===== config.mk =====
export PLATFORM = sky130hd
export DESIGN_NAME = axi_lite_bram_ctrl
export DESIGN_NICKNAME = d
export VERILOG_FILES = /design/src/rtl/axi_bram_pkg.sv /design/src/rtl/bram_rd_latency_ctr.sv /design/src/rtl/axi_lite_bram_ctrl.sv
export SDC_FILE = /design/constraint.sdc
export NUM_CORES = 1
export LEC_CHECK = 0
export CAP_MARGIN = 20
export CORE_MARGIN = 2
export CORE_UTILIZATION = 33
export DETAILED_ROUTE_END_ITERATION = 10
export PLACE_DENSITY = 0.74
export SLEW_MARGIN = 20
export SYNTH_ARGS = -nofsm -noshare
export SYNTH_HDL_FRONTEND = slang
export SYNTH_SLANG_ARGS = --single-unit
export TNS_END_PERCENT = 20

===== constraint.sdc =====
create_clock -name clk -period 4 [get_ports clk]
set_clock_uncertainty 0.2 [all_clocks]
set_input_delay 0.4 -clock clk [delete_from_list [all_inputs] [get_ports clk]]
set_output_delay 0.4 -clock clk [all_outputs]
set_load 0.05 [all_outputs]

===== src/rtl/axi_bram_pkg.sv =====
// Shared definitions for the AXI4-Lite block-RAM controller.
//   ctrl_state_e : controller sequencing states
//   RESP_*       : AXI response encodings
//   resp_for()   : maps an address-range error flag to a response code
package axi_bram_pkg;

  typedef enum logic [2:0] {
    IDLE,
    WR_ISSUE,
    WR_RESP,
    RD_ISSUE,
    RD_WAIT,
    RD_RESP
  } ctrl_state_e;

  localparam logic [1:0] RESP_OKAY   = 2'b00;
  localparam logic [1:0] RESP_SLVERR = 2'b10;

  function automatic logic [1:0] resp_for(input logic err);
    return err ? RESP_SLVERR : RESP_OKAY;
  endfunction

endpackage


===== src/rtl/bram_rd_latency_ctr.sv =====
// Read-latency sequencer for the BRAM port.
// Loaded with READ_LATENCY in the cycle the BRAM read is issued, then counts
// down once per cycle.
//   clk, rst   : clock, synchronous active-high reset
//   load_i     : read is being issued this cycle
//   regce_o    : output-register enable (only when READ_LATENCY = 2)
//   capture_o  : bram_dout holds the read word at the end of this cycle
module bram_rd_latency_ctr
  import axi_bram_pkg::*;
#(
  parameter int READ_LATENCY = 2
) (
  input  logic clk,
  input  logic rst,
  input  logic load_i,
  output logic regce_o,
  output logic capture_o
);

  localparam int CW = $clog2(READ_LATENCY + 1);

  logic [CW-1:0] cnt_q, cnt_d;

  always_comb begin
    cnt_d = cnt_q;
    if (load_i) begin
      cnt_d = CW'(READ_LATENCY);
    end else if (cnt_q != '0) begin
      cnt_d = cnt_q - CW'(1);
    end
  end

  always_ff @(posedge clk) begin
    if (rst) begin
      cnt_q <= '0;
    end else begin
      cnt_q <= cnt_d;
    end
  end

  // First waiting cycle drives the output register; the last one holds valid data.
  assign regce_o   = (READ_LATENCY == 2) && (cnt_q == CW'(READ_LATENCY));
  assign capture_o = (cnt_q == CW'(1));

endmodule


===== src/rtl/axi_lite_bram_ctrl.sv =====
// AXI4-Lite slave driving one port of a byte-write block RAM.
// One transaction in flight at a time; reads and writes share the BRAM port,
// ties between a full write (AW+W) and a read are alternated.
//   clk, rst                 : clock, synchronous active-high reset
//   s_aw*, s_w*, s_b*        : AXI4-Lite write address / data / response channels
//   s_ar*, s_r*              : AXI4-Lite read address / data channels
//   bram_addr/din/we/en      : BRAM port address, write data, byte enables, enable
//   bram_regce, bram_rst     : BRAM output-register enable and reset
//   bram_dout                : BRAM read data
module axi_lite_bram_ctrl
  import axi_bram_pkg::*;
#(
  parameter int ADDR_WIDTH   = 32,
  parameter int NB_COL       = 4,
  parameter int RAM_DEPTH    = 131072,
  parameter int READ_LATENCY = 2
) (
  input  logic                         clk,
  input  logic                         rst,
  input  logic [ADDR_WIDTH-1:0]        s_awaddr,
  input  logic                         s_awvalid,
  output logic                         s_awready,
  input  logic [NB_COL*8-1:0]          s_wdata,
  input  logic [NB_COL-1:0]            s_wstrb,
  input  logic                         s_wvalid,
  output logic                         s_wready,
  output logic [1:0]                   s_bresp,
  output logic                         s_bvalid,
  input  logic                         s_bready,
  input  logic [ADDR_WIDTH-1:0]        s_araddr,
  input  logic                         s_arvalid,
  output logic                         s_arready,
  output logic [NB_COL*8-1:0]          s_rdata,
  output logic [1:0]                   s_rresp,
  output logic                         s_rvalid,
  input  logic                         s_rready,
  output logic [$clog2(RAM_DEPTH)-1:0] bram_addr,
  output logic [NB_COL*8-1:0]          bram_din,
  output logic [NB_COL-1:0]            bram_we,
  output logic                         bram_en,
  output logic                         bram_regce,
  output logic                         bram_rst,
  input  logic [NB_COL*8-1:0]          bram_dout
);

  localparam int RAM_AW = $clog2(RAM_DEPTH);
  localparam int OFF_W  = $clog2(NB_COL);
  localparam int DW     = NB_COL * 8;
  localparam logic [ADDR_WIDTH:0] LIMIT =
    (ADDR_WIDTH + 1)'(RAM_DEPTH) * (ADDR_WIDTH + 1)'(NB_COL);

  function automatic logic out_of_range(input logic [ADDR_WIDTH-1:0] a);
    return {1'b0, a} >= LIMIT;
  endfunction

  ctrl_state_e       state_q, state_d;
  logic              last_wr_q, last_wr_d;
  logic              err_q, err_d;
  logic [1:0]        bresp_q, bresp_d;
  logic [1:0]        rresp_q, rresp_d;
  logic [DW-1:0]     rdata_q, rdata_d;
  logic [RAM_AW-1:0] addr_q, addr_d;
  logic [DW-1:0]     wdata_q, wdata_d;
  logic [NB_COL-1:0] wstrb_q, wstrb_d;

  logic wr_req, grant_wr, grant_rd;
  logic rd_load, rd_regce, rd_capture;

  assign wr_req   = s_awvalid && s_wvalid;
  // On a tie the type that lost last time wins.
  assign grant_wr = wr_req && (!s_arvalid || !last_wr_q);
  assign grant_rd = s_arvalid && !grant_wr;
  assign rd_load  = (state_q == RD_ISSUE);

  bram_rd_latency_ctr #(
    .READ_LATENCY(READ_LATENCY)
  ) u_rd_lat (
    .clk      (clk),
    .rst      (rst),
    .load_i   (rd_load),
    .regce_o  (rd_regce),
    .capture_o(rd_capture)
  );

  always_comb begin
    state_d   = state_q;
    last_wr_d = last_wr_q;
    err_d     = err_q;
    bresp_d   = bresp_q;
    rresp_d   = rresp_q;
    rdata_d   = rdata_q;
    addr_d    = addr_q;
    wdata_d   = wdata_q;
    wstrb_d   = wstrb_q;
    s_awready = 1'b0;
    s_wready  = 1'b0;
    s_arready = 1'b0;

    case (state_q)
      IDLE: begin
        // Readies are held low during reset so no handshake can slip through.
        if (!rst) begin
          if (grant_wr) begin
            s_awready = 1'b1;
            s_wready  = 1'b1;
            state_d   = WR_ISSUE;
            last_wr_d = 1'b1;
            addr_d    = s_awaddr[RAM_AW+OFF_W-1:OFF_W];
            err_d     = out_of_range(s_awaddr);
            bresp_d   = resp_for(out_of_range(s_awaddr));
            wdata_d   = s_wdata;
            wstrb_d   = s_wstrb;
          end else if (grant_rd) begin
            s_arready = 1'b1;
            state_d   = RD_ISSUE;
            last_wr_d = 1'b0;
            addr_d    = s_araddr[RAM_AW+OFF_W-1:OFF_W];
            err_d     = out_of_range(s_araddr);
            rresp_d   = resp_for(out_of_range(s_araddr));
          end
        end
      end
      WR_ISSUE: state_d = WR_RESP;
      WR_RESP:  if (s_bready) state_d = IDLE;
      RD_ISSUE: state_d = RD_WAIT;
      RD_WAIT: begin
        if (rd_capture) begin
          rdata_d = err_q ? '0 : bram_dout;
          state_d = RD_RESP;
        end
      end
      RD_RESP:  if (s_rready) state_d = IDLE;
      default:  state_d = IDLE;
    endcase
  end

  always_ff @(posedge clk) begin
    if (rst) begin
      state_q   <= IDLE;
      last_wr_q <= 1'b0;
      err_q     <= 1'b0;
      bresp_q   <= RESP_OKAY;
      rresp_q   <= RESP_OKAY;
      rdata_q   <= '0;
    end else begin
      state_q   <= state_d;
      last_wr_q <= last_wr_d;
      err_q     <= err_d;
      bresp_q   <= bresp_d;
      rresp_q   <= rresp_d;
      rdata_q   <= rdata_d;
    end
    addr_q  <= addr_d;
    wdata_q <= wdata_d;
    wstrb_q <= wstrb_d;
  end

  // Out-of-range transactions keep their timing but never touch the BRAM.
  assign bram_en    = ((state_q == WR_ISSUE) || (state_q == RD_ISSUE)) && !err_q;
  assign bram_we    = ((state_q == WR_ISSUE) && !err_q) ? wstrb_q : '0;
  assign bram_regce = rd_regce && (state_q == RD_WAIT) && !err_q;
  assign bram_addr  = addr_q;
  assign bram_din   = wdata_q;
  assign bram_rst   = rst;

  assign s_bvalid = (state_q == WR_RESP);
  assign s_bresp  = bresp_q;
  assign s_rvalid = (state_q == RD_RESP);
  assign s_rresp  = rresp_q;
  assign s_rdata  = rdata_q;

endmodule


==> impl_metrics.toml <==
[detailed_routing]
wl_met2_um = 5425
routed.top_layer = "met4"
wire_per_inst_um = 16.23
drtIter0Drc = 99
drc = 0
wl_met3_um = 1072
drtAntennaViolNets = 0
met1Wirelength_um = 3982
vias = 3089
wl_um = 10620
drt-pass1-iter-count = 4
viasPerCell = 4.723

[finish]
final_core_util_pct = 57.79
n_fill_cell = 923
drive_gt1_share_pct = 9.533
nets = 648
n_antenna_cell = 0
final_common_cell = "clkdlybuf4s50_1"
mostFrequentLayoutCells = "clkdlybuf4s50_1, edfxtp_1, dfxtp_1"
syn_to_final_growth_pct = 71.06

[clocking]
clkTransAtPathRegs_ns = 0.09
ctsResizeCount = 0
postCtsSetupBuffers = 0
cts_hold_buf = 0
clockBufferDepth = 2
clock-sinks = 94
clk_latency_ns = 0.35
cts_buffers = 9
cts_tree = "built"
ctsRootBufferMaster = "clkbuf_8"
h-tree-depth = 3

[worst_setup_path]
max_stage_delay_ns = 0.80
crit_chain = "nor3b_1, nor2b_1, and2_1, clkdlybuf4s50_1"
critical-path-slowest-cell = "clkdlybuf4s50_1"
cp-end-kind = "primary output"
cp_top_family = "simple AND/OR/NAND/NOR gates"
crit_type = "reg -> out"
start_kind = "flip-flop"
path_max_fanout = 35
startpoint = "err_q"
required_ns = 3.40
cp.buffers_inverters = 1
cp_data_arrival_time_ns = 2.66
r2r-start = "state_q[1]"

[status]
outcome = "finished, final reports clean"

[floorplanning]
core-area_um2 = 10840
initial_utilization_pct = 33.78
die_area_um2 = 11960
num_io_pins = 236
fp.dieW_um = 109.3
die_h_um = 109.3
rows = 38

[timing]
fin_setup_tns_ns = 0
fin_crit_sh_pct = 81.41
final-hold-violation-count = 0
fin_ws_ns = 0.7436
max_slew_margin_pct = 31.09
fin_crit_ns = 3.256
fmax_ghz = 0.3071
tightest_slew_ns = 1.032
rsz0062_at_grt = "no"
setup_violations = 0
maxSlewViolCount = 0

[global_route]
grt_pass1_vias = 3083
grt-ovfl-total = 0
grt_pass1_wl_um = 15370
grt_usage_pct = 16.80
antenna_found_initial = 0
grt_max_degree = 46

[synth]
ys_ff_latch = 94
avgSynthCellArea_um2 = 12.67
syn_inst = 289
synth_seq_area_share_pct = 65.87
synth_warnings = 0
netlist_area_um2 = 3662
ys_types = 35

[placement]
hpwl_um = 7721
pre_cts_slack_ns = 1.064
place.gp.congestion = 0.7952
io_buffers = 229

[hold_path]
hold_start = "s_rdata[0]"
hp-class = "reg -> reg"

[power_and_ir_drop]
p_per_area_nw_per_um2 = 351.1
p_leak_nw = 2.093
ir_drop_mv = 0.2055

[job]
drv_cap = 0
==> worst min-delay path, delay by kind of cell (launching register included) <==
| kind | cells | cell delay, ns |
|---|---|---|
| AO/OA/AOI/OAI | 1 | 0.05 |
| flip-flops | 1 | 0.32 |
| AND/OR/NAND/NOR | 1 | 0.05 |
==> cells in the mapped netlist (all sizes together) <==
cell / n / area (µm²)
nand3: 1 / 5.000
nor4bb: 1 / 10.01
mux2: 17 / 191.4
or3: 1 / 11.26
nand2: 38 / 142.6
and2: 6 / 37.54
nor4: 2 / 12.51
nand2b: 1 / 6.260
or2: 1 / 6.260
nor2b: 2 / 15.02
conb: 1 / 3.750
nor3: 9 / 45.04
and4: 1 / 8.760
edfxtp: 53 / 1592
a41oi: 1 / 8.760
or4bb: 1 / 11.26
dfxtp: 41 / 820.8
or4: 3 / 22.52
and4b: 1 / 10.01
a21oi: 36 / 180.2
a211oi: 2 / 15.01
nand3b: 33 / 247.7
a31oi: 1 / 6.260
nor3b: 4 / 30.03
buf: 12 / 103.9
o21a: 1 / 7.510
nor2: 4 / 33.79
a2111oi: 3 / 32.53
clkbuf: 12 / 45.04
==> layout make-up <==
| type | count | area [µm²] | share of cell area [%] |
|---|---|---|---|
| clock buffers | 9 | 123.9 | 1.977 |
| clock inverters | 7 | 98.84 | 1.578 |
| multi-input cells | 172 | 1125 | 17.95 |
| flip-flops and latches | 94 | 2412 | 38.51 |
| well taps | 140 | 175.2 | 2.796 |
| repair buffers | 232 | 2330 | 37.19 |
==> metal layers <==
metal  up-vias  track usage, %
met4         0           6.239
met3        13           5.750
met2       128           29.76
met5         -               0
met1      1464           18.57
li1       1484               -
==> state kept, by name (all words and copies together) (netlist names) <==
register	count
last_wr_q	1
err_q	1
bram_addr	17
wstrb_q	4
u_rd_lat.cnt_q	2
s_bresp	1
s_rresp	1
bram_din	32
state_q	3
s_rdata	32
==> worst paths after layout <==
kind / endpoint / slack [ns] / cells after the start
worst min register to register: s_rdata[0] / 0.25 / 2
worst min-delay path: s_rdata[0] / 0.25 / 2
worst max register to register: wstrb_q[0] / 1.95 / 3
worst max-delay path: bram_we[0] / 0.74 / 4
==> cells by family after synthesis <==
| group | share of synthesized area [%] |
|---|---|
| buffers and inverters | 4.066 |
| and+or+nand+nor | 17.90 |
| muxes | 5.227 |
| other | 0.1024 |
| AOI/OAI and AO/OA | 6.833 |
| DFF | 65.87 |
==> report_power, final <==
| part | total, W | internal (W) | leakage (nW) | switching (W) |
|---|---|---|---|---|
| clock | 0.000700 | 0.000354 | 0.109 | 0.000345 |
| sequential | 0.00109 | 0.00106 | 0.817 | 0.0000278 |
| combinational | 0.000413 | 0.000213 | 1.17 | 0.000200 |
| total | 0.00220 | 0.00163 | 2.09 | 0.000573 |
==> stage by stage <==
step                total power, W  hold slack (ns)  cells  area [µm²]
CTS                       0.002224           0.2555    654        6261
detailed placement        0.001524           0.2459    638        6038
global placement          0.001516           0.2373    638        6038
floorplan                 0.001313           0.2507    290        3671
global route              0.002282           0.2716    654        6265
finish                    0.002199           0.2507    654        6265
Power figures use the tool's default switching activity.
